==> src/rtl/instr_encoder_if.sv <==
// Request/instruction-memory bundle shared by the encoder and whoever drives it.
// Latency: none, wiring only.
// Backpressure: carries the in_valid/in_ready handshake; INSTR_ENCODER_CHECKSUM_EN adds checksum.
interface instr_encoder_if #(
  parameter int ADDR_W = 6
);
  logic              in_valid;
  logic              in_ready;
  logic [3:0]        op_sel;
  logic [4:0]        rs;
  logic [4:0]        rt;
  logic [4:0]        rd;
  logic [15:0]       imm;
  logic [25:0]       target;
  logic              clear;
  logic              imem_we;
  logic [ADDR_W-1:0] imem_addr;
  logic [31:0]       imem_wdata;
  logic [ADDR_W:0]   count;
  logic              full;
  logic              err;
`ifdef INSTR_ENCODER_CHECKSUM_EN
  logic [31:0]       checksum;

  modport master (
    output in_valid, op_sel, rs, rt, rd, imm, target, clear,
    input  in_ready, imem_we, imem_addr, imem_wdata, count, full, err, checksum
  );
  modport slave (
    input  in_valid, op_sel, rs, rt, rd, imm, target, clear,
    output in_ready, imem_we, imem_addr, imem_wdata, count, full, err, checksum
  );
`else
  modport master (
    output in_valid, op_sel, rs, rt, rd, imm, target, clear,
    input  in_ready, imem_we, imem_addr, imem_wdata, count, full, err
  );
  modport slave (
    input  in_valid, op_sel, rs, rt, rd, imm, target, clear,
    output in_ready, imem_we, imem_addr, imem_wdata, count, full, err
  );
`endif
endinterface

==> src/rtl/instr_encoder.sv <==
// Instruction encoder: packs R/I/J requests into 32-bit words and writes them to instruction memory.
// Latency: a legal request accepted on edge N is written (imem_we=1) in cycle N+1; one word per 2 cycles.
// Backpressure: in_ready low in the write cycle, when full, while clear is high and during reset.
// Optional feature macro: INSTR_ENCODER_CHECKSUM_EN adds a running XOR checksum of written words.
module instr_encoder #(
  parameter int ADDR_W    = 6,
  parameter int BASE_ADDR = 0
) (
  input  logic            clk,
  input  logic            rst,
  instr_encoder_if.slave  bus
);

  typedef enum logic [1:0] {
    S_IDLE  = 2'd0,
    S_WRITE = 2'd1,
    S_FULL  = 2'd2
  } state_t;

  localparam logic [ADDR_W:0]   CAP_CNT  = {1'b1, {ADDR_W{1'b0}}};
  localparam logic [ADDR_W:0]   CNT_ONE  = {{ADDR_W{1'b0}}, 1'b1};
  localparam logic [ADDR_W-1:0] PTR_ONE  = {{(ADDR_W-1){1'b0}}, 1'b1};
  localparam logic [ADDR_W-1:0] BASE_PTR = ADDR_W'(BASE_ADDR);

  state_t            r_state;
  state_t            w_next;
  logic              r_live;     // low in reset, high from the first edge after release
  logic [ADDR_W-1:0] r_ptr;
  logic [ADDR_W:0]   r_cnt;
  logic [ADDR_W-1:0] r_addr;
  logic [31:0]       r_wdata;
  logic              r_err;
  logic [31:0]       w_word;
  logic              w_legal;
  logic              w_accept;
  logic              w_full;
  logic              w_ready;
  logic              w_we;
  logic [ADDR_W:0]   w_cnt_inc;

  assign w_legal   = (bus.op_sel <= 4'd9);
  assign w_full    = (r_cnt == CAP_CNT);
  assign w_accept  = bus.in_valid && w_ready;
  assign w_cnt_inc = r_cnt + CNT_ONE;

  // Field packing for each supported operation; illegal codes produce no word.
  always_comb begin
    w_word = 32'h0;
    case (bus.op_sel)
      4'd0:    w_word = {6'b000000, bus.rs, bus.rt, bus.rd, 5'b00000, 6'b100000};
      4'd1:    w_word = {6'b000000, bus.rs, bus.rt, bus.rd, 5'b00000, 6'b100010};
      4'd2:    w_word = {6'b000000, bus.rs, bus.rt, bus.rd, 5'b00000, 6'b100100};
      4'd3:    w_word = {6'b000000, bus.rs, bus.rt, bus.rd, 5'b00000, 6'b100101};
      4'd4:    w_word = {6'b000000, bus.rs, bus.rt, bus.rd, 5'b00000, 6'b101010};
      4'd5:    w_word = {6'b001000, bus.rs, bus.rt, bus.imm};
      4'd6:    w_word = {6'b100011, bus.rs, bus.rt, bus.imm};
      4'd7:    w_word = {6'b101011, bus.rs, bus.rt, bus.imm};
      4'd8:    w_word = {6'b000100, bus.rs, bus.rt, bus.imm};
      4'd9:    w_word = {6'b000010, bus.target};
      default: w_word = 32'h0;
    endcase
  end

  // State register; async reset also kills an in-flight write immediately.
  always_ff @(posedge clk or negedge rst) begin
    if (!rst) begin
      r_state <= S_IDLE;
    end else begin
      r_state <= w_next;
    end
  end

  // Next state: clear wins everywhere, illegal accepts stay in IDLE.
  always_comb begin
    w_next = r_state;
    if (bus.clear) begin
      w_next = S_IDLE;
    end else begin
      case (r_state)
        S_IDLE:  if (w_accept && w_legal) w_next = S_WRITE;
        S_WRITE: w_next = (w_cnt_inc == CAP_CNT) ? S_FULL : S_IDLE;
        S_FULL:  w_next = S_FULL;
        default: w_next = S_IDLE;
      endcase
    end
  end

  // Handshake and write strobe decoded from the current state.
  always_comb begin
    w_ready = r_live && (r_state == S_IDLE) && !w_full && !bus.clear;
    w_we    = (r_state == S_WRITE) && !bus.clear;
  end

  // Pointer, count, captured word/address and error pulse.
  always_ff @(posedge clk or negedge rst) begin
    if (!rst) begin
      r_live  <= 1'b0;
      r_ptr   <= BASE_PTR;
      r_cnt   <= '0;
      r_addr  <= '0;
      r_wdata <= 32'h0;
      r_err   <= 1'b0;
    end else begin
      r_live <= 1'b1;
      r_err  <= w_accept && !w_legal;
      if (bus.clear) begin
        r_ptr <= BASE_PTR;
        r_cnt <= '0;
      end else if (r_state == S_WRITE) begin
        r_ptr <= r_ptr + PTR_ONE;
        r_cnt <= w_cnt_inc;
      end
      // Accept only happens in IDLE without clear, so it never collides with the updates above.
      if (w_accept && w_legal) begin
        r_addr  <= r_ptr;
        r_wdata <= w_word;
      end
    end
  end

`ifdef INSTR_ENCODER_CHECKSUM_EN
  logic [31:0] r_csum;

  // Running XOR of every word that actually reaches memory.
  always_ff @(posedge clk or negedge rst) begin
    if (!rst) begin
      r_csum <= 32'h0;
    end else if (bus.clear) begin
      r_csum <= 32'h0;
    end else if (r_state == S_WRITE) begin
      r_csum <= r_csum ^ r_wdata;
    end
  end

  assign bus.checksum = r_csum;
`endif

  assign bus.in_ready   = w_ready;
  assign bus.imem_we    = w_we;
  assign bus.imem_addr  = r_addr;
  assign bus.imem_wdata = r_wdata;
  assign bus.count      = r_cnt;
  assign bus.full       = w_full;
  assign bus.err        = r_err;

endmodule

==> src/flat_wrapper.sv <==
// flat-port wrapper written by rule: the top's interface ports become plain ports
module instr_encoder_flat 
#(
  parameter int ADDR_W    = 6,
  parameter int BASE_ADDR = 0
)
  (clk, rst, bus_in_valid, bus_op_sel, bus_rs, bus_rt, bus_rd, bus_imm, bus_target, bus_clear, bus_in_ready, bus_imem_we, bus_imem_addr, bus_imem_wdata, bus_count, bus_full, bus_err);
  instr_encoder_if #(.ADDR_W(ADDR_W)) bus_i ();
  input  logic clk;
  input  logic rst;
  input wire logic [$bits(bus_i.in_valid)-1:0] bus_in_valid;
  input wire logic [$bits(bus_i.op_sel)-1:0] bus_op_sel;
  input wire logic [$bits(bus_i.rs)-1:0] bus_rs;
  input wire logic [$bits(bus_i.rt)-1:0] bus_rt;
  input wire logic [$bits(bus_i.rd)-1:0] bus_rd;
  input wire logic [$bits(bus_i.imm)-1:0] bus_imm;
  input wire logic [$bits(bus_i.target)-1:0] bus_target;
  input wire logic [$bits(bus_i.clear)-1:0] bus_clear;
  output wire logic [$bits(bus_i.in_ready)-1:0] bus_in_ready;
  output wire logic [$bits(bus_i.imem_we)-1:0] bus_imem_we;
  output wire logic [$bits(bus_i.imem_addr)-1:0] bus_imem_addr;
  output wire logic [$bits(bus_i.imem_wdata)-1:0] bus_imem_wdata;
  output wire logic [$bits(bus_i.count)-1:0] bus_count;
  output wire logic [$bits(bus_i.full)-1:0] bus_full;
  output wire logic [$bits(bus_i.err)-1:0] bus_err;
  assign bus_i.in_valid = bus_in_valid;
  assign bus_i.op_sel = bus_op_sel;
  assign bus_i.rs = bus_rs;
  assign bus_i.rt = bus_rt;
  assign bus_i.rd = bus_rd;
  assign bus_i.imm = bus_imm;
  assign bus_i.target = bus_target;
  assign bus_i.clear = bus_clear;
  assign bus_in_ready = bus_i.in_ready;
  assign bus_imem_we = bus_i.imem_we;
  assign bus_imem_addr = bus_i.imem_addr;
  assign bus_imem_wdata = bus_i.imem_wdata;
  assign bus_count = bus_i.count;
  assign bus_full = bus_i.full;
  assign bus_err = bus_i.err;
  instr_encoder #(.ADDR_W(ADDR_W), .BASE_ADDR(BASE_ADDR)) u_core (.clk(clk), .rst(rst), .bus(bus_i));
endmodule
==> config.mk <==
export PLATFORM = sky130hd
export DESIGN_NAME = instr_encoder_flat
export DESIGN_NICKNAME = d
export VERILOG_FILES = /design/src/rtl/instr_encoder_if.sv /design/src/rtl/instr_encoder.sv /design/src/flat_wrapper.sv
export SDC_FILE = /design/constraint.sdc
export NUM_CORES = 1
export LEC_CHECK = 0
export BUFFER_PORTS_ARGS = -buffer_cell sky130_fd_sc_hd__buf_4
export CAP_MARGIN = 5
export CORE_MARGIN = 1
export CORE_UTILIZATION = 38
export CTS_CLUSTER_SIZE = 16
export DETAILED_ROUTE_END_ITERATION = 6
export GPL_ROUTABILITY_DRIVEN = 0
export SYNTH_ARGS = -nofsm -noshare
export SYNTH_HDL_FRONTEND = slang
export SYNTH_SLANG_ARGS = --single-unit
export TNS_END_PERCENT = 20
==> constraint.sdc <==
create_clock -name clk -period 2.9 [get_ports clk]
set_input_delay 0.435 -clock clk [delete_from_list [all_inputs] [get_ports clk]]
set_output_delay 0.435 -clock clk [all_outputs]
set_load 0.02 [all_outputs]
* After elaboration in Yosys (flattened, before gate mapping)
Cells that the tools add are included.
Word-level totals: input port bits 65, word-level logic and storage cells 46, register bits after elaboration 55
Operators by class: magnitude comparators 1, reductions and logical operators 13, mux-type cells 9, add/subtract/negate cells 2, equality and inequality tests 14
Operators with widths (count):
- $pmux W32 S10 | 1
- $eq A4 B3 Y1 const B | 4
- $eq A7 B7 Y1 const B | 2
- $mux W7 | 2
- $mux W6 | 2
- $eq A4 B2 Y1 const B | 2
- $eq A4 B4 Y1 const B | 2
- $add A7 B1 Y7 const B | 1
- $logic_and A1 B1 Y1 | 7
- $add A6 B1 Y6 const B | 1
- $mux W2 | 3
- $pmux W2 S3 | 1
- $eq A4 B1 Y1 const B | 1
- $le A4 B4 Y1 const B | 1
- $logic_not A4 Y1 | 1
- $logic_not A1 Y1 | 3
- $ne A3 B2 Y1 const B | 1
- $eq A2 B1 Y1 const B | 1
- $eq A2 B2 Y1 const B | 1
- $logic_not A2 Y1 | 1
- $reduce_bool A2 Y1 | 1

* Depth between registers and ports, before layout
depth after elaboration 9, gate-level depth with buffers 7, depth with buffers taken out 6

* Worst setup path after synthesis
OpenSTA, ideal clock, no wires.
path type reg2out, from reg u_core.r_cnt[0], in the netlist u_core.bus.count[0], to out bus_in_ready, setup slack 705 ps, data required time 2465 ps, data arrival time 1760 ps, path buffers 0, stages on the path, launching flop included 6, cell sequence dfrtp_1 inv_1 ha_1 or4b_4 nor2_1 nor2b_1
Between the ends: word-level cells in the longest chain between the ends 4
RTL lines:
- from (decl) | line instr_encoder.sv:29 | logic [ADDR_W:0] r_cnt;
- from (signal assigned) | line instr_encoder.sv:111 | r_cnt <= w_cnt_inc;
- $eq A7 B7 Y1 | line instr_encoder.sv:42 | assign w_full = (r_cnt == CAP_CNT);
- via bus_full | line flat_wrapper.sv:24 | output wire logic [$bits(bus_i.full)-1:0] bus_full;
- $logic_not A1 Y1 | line instr_encoder.sv:90 | w_ready = r_live && (r_state == S_IDLE) && !w_full && !bus.clear;
- $logic_and A1 B1 Y1 (2 in a row) | line instr_encoder.sv:90
- to (decl) | line flat_wrapper.sv:19 | output wire logic [$bits(bus_i.in_ready)-1:0] bus_in_ready;
The timed path passes the listed nets, and every way through them passes these cells.

* Worst setup path after layout
from reg u_core.r_cnt[0], in the netlist u_core.bus.count[0], to out bus_in_ready
Between the ends: word-level cells in the longest chain between the ends 4
RTL lines (line):
- $eq A7 B7 Y1 | instr_encoder.sv:42
- $logic_not A1 Y1 | instr_encoder.sv:90
- $logic_and A1 B1 Y1 (2 in a row) | instr_encoder.sv:90
No other way between the ends.

==> results.py <==
metrics = {
    "setup_path": {
        "start_kind": "flip-flop",
        "critical_path.max_fanout": 9,
        "critical_path_required_ps": 2470,
        "worstPathArrival_ps": 1930,
        "endpoint_kind": "output port",
        "timing_worst_setup_path_type": "flip-flop to output port",
    },
    "synth": {
        "syn_avg_cell_area_um2": 9.806,
        "synthTopCellsByArea": "dfrtp_1, nand2_1, o21ai_0, mux2_4, a22oi_1",
        "ys_seq_elements": 53,
        "synth_top_area_cell": "dfrtp_1",
        "yosysMostFrequentCell": "dfrtp_1",
        "async_reset_ff_frac": 1.000,
        "synthCells": 301,
        "synth_top_area_share": 0.4493,
        "seq_area_frac_synth": 0.4493,
        "synth-edff-count": 0,
        "synth_flop_cell": "dfrtp_1",
        "syn-num-nets": 370,
        "syn-cell-area_mm2": 0.002952,
        "yosysWarnings": 0,
        "synth_common_cells": "dfrtp_1, nand2_1, o21ai_0",
        "synth_cell_types": 48,
    },
    "drt": {
        "antenna_left": 0,
        "drc_errors": 0,
        "routed_wl_mm": 7.268,
        "routed_via_density": 5.070,
        "dr.pass1.iters": 4,
        "routedWlPerCell_um": 14.45,
        "drt_iter0_markers": 65,
        "dr_total_vias": 2550,
    },
    "cts": {
        "cts_tree": "built",
        "cts_made_buffers": 5,
        "cts-resized-gates": 0,
        "cts-root-buf": "clkbuf_8",
        "cts_buffer_depth": 2,
        "clock_sinks": 53,
        "path_clk_slew_ps": 100,
        "insertion_delay_ps": 300,
        "h-tree-depth": 2,
        "cts_hold_buf": 0,
        "cts_setup_buffers": 0,
    },
    "sta": {
        "maxSlewViolCount": 0,
        "fin_ws_ps": 535.3,
        "fin_crit_sh": 0.8154,
        "setup_viol_count_final": 0,
        "fin_tns_setup_ps": 0,
        "hold_violations": 0,
        "post-route-min-period_ps": 2365,
        "tightest_slew_ps": 658.8,
        "skew_ps": 9.514,
        "slew_headroom": 0.5608,
        "rsz0062_at_grt": "false",
        "fmax_ghz": 0.4229,
    },
    "pwr": {
        "leakage_nw": 1.885,
        "peakVddDrop_mv": 0.2222,
        "powerDensity_mw_per_mm2": 495.7,
    },
    "final_layout": {
        "layout-drive-gt1-share": 0.3738,
        "synthToLayoutAreaGrowth_pct": 34.46,
        "nets": 472,
        "fillers": 725,
        "antennaDiodeCount": 0,
        "finalCoreUtilization": 0.5385,
    },
    "job": {
        "cap_violations": 0,
    },
    "floorplanning": {
        "die_h_um": 90.13,
        "die_x_um": 90.13,
        "io_pins": 114,
        "initial_utilization": 0.4005,
        "rows": 31,
        "fp.coreArea_mm2": 0.007370,
        "die-area_mm2": 0.008123,
    },
    "run_status": {
        "outcome": "completed",
    },
    "global_routing": {
        "overflow": 0,
        "antenna_found_initial": 0,
        "grt_first_pass_wirelength_mm": 12.01,
        "first_global_vias": 2481,
        "track_usage": 0.1820,
        "grt_max_degree": 54,
    },
    "min_path": {
        "hp-class": "primary input to asynchronous set/reset pin",
    },
    "place": {
        "numPortBuffers": 112,
        "dpl.hpwl_mm": 5.367,
        "pre_cts_ws_ps": 681.2,
    },
}
flip-flops by register name (all words and copies together), names as in the netlist:
register	cells
u_core.bus.count	7
u_core.bus.imem_addr	6
u_core.r_state	2
u_core.bus.imem_wdata	30
u_core.r_ptr	6
u_core.r_live	1
u_core.bus.err	1
cell usage in the layout, fill, tap and decap left out, types with 3 or more instances in the layout:
cell	Yosys	final
nand2b_1	3	3
nand4_1	6	6
xor2_1	9	9
a21oi_1	6	6
nand2_1	44	44
mux2_2	7	7
a22o_1	7	7
nor2b_1	11	11
dfrtp_1	53	53
a21o_1	3	3
buf_4	4	119
a22oi_1	16	16
nand3_1	6	6
ha_1	4	4
nor2_1	16	16
o221ai_1	5	5
a31oi_1	5	5
xnor2_1	3	3
mux2_4	9	9
o21ai_0	29	29
a32oi_1	5	5
clkbuf_8	0	6
layout make-up:
cell class / instances / area (um^2) / area share
multi-input combinational: 221 / 1493 / 0.3761
clock inverter: 1 / 30.03 / 0.007566
timing repair buffer: 119 / 893.4 / 0.2251
tap: 99 / 123.9 / 0.03121
sequential: 53 / 1326 / 0.3342
clock buffer: 7 / 86.33 / 0.02175
inverter: 3 / 16.27 / 0.004098
worst paths after layout:
path / start / to / slack (ps) / cells after the start
max reg2reg: u_core.bus.count[0]$_DFFE_PN0P_ / u_core.bus.imem_wdata[8]$_DFFE_PN0P_ / 690 / 6
max in group asynchronous: rst / u_core.r_ptr[0]$_DFFE_PN0P_ / 2310 / 1
min in group clk: bus_clear / u_core.bus.count[0]$_DFFE_PN0P_ / 420 / 2
min reg2reg: u_core.bus.imem_wdata[9]$_DFFE_PN0P_ / u_core.bus.imem_wdata[9]$_DFFE_PN0P_ / 490 / 2
min: rst / u_core.bus.imem_wdata[22]$_DFFE_PN0P_ / 160 / 1
max: u_core.bus.count[0]$_DFFE_PN0P_ / bus_in_ready / 540 / 6
routing by layer:
metal	wire, um	track usage
met1	3324	0.2311
met2	3456	0.3104
met3	417	0.04738
met4	69	0.04032
met5	0	0
critical path, stage by stage, from the launching register on:
cell,delay [ps]
dfrtp_1,490
inv_1,110
ha_1,140
or4b_4,490
nor2_1,170
nor2b_1,80
buf_4,160
cells by family after synthesis:
| logic type | synth area share |
|---|---|
| XOR/XNOR | 0.03561 |
| flip-flops | 0.4493 |
| adder cells (fa/ha/maj) | 0.01696 |
| buffers and inverters | 0.04705 |
| multiplexers | 0.07588 |
| AND/OR/NAND/NOR | 0.1708 |
| other | 0.002544 |
| AO/OA/AOI/OAI | 0.2018 |
where the power goes:
group	internal [mW]	leakage, nW	switching (mW)
Combinational	0.272	1.13	0.290
Clock	0.282	0.0585	0.236
Sequential	0.827	0.701	0.0604
stage by stage:
step / cell area, um^2 / hold slack, ps / std cells / total power, mW
floorplan: 2952 / 139.4 / 301 / 1.192
global placement: 3852 / 464.7 / 495 / 1.462
detailed placement: 3852 / 472.8 / 495 / 1.471
CTS: 3969 / 184.7 / 503 / 1.992
global route: 3969 / 210.6 / 503 / 2.068
finish: 3969 / 163.8 / 503 / 1.967
Power figures use the tool's default switching activity.
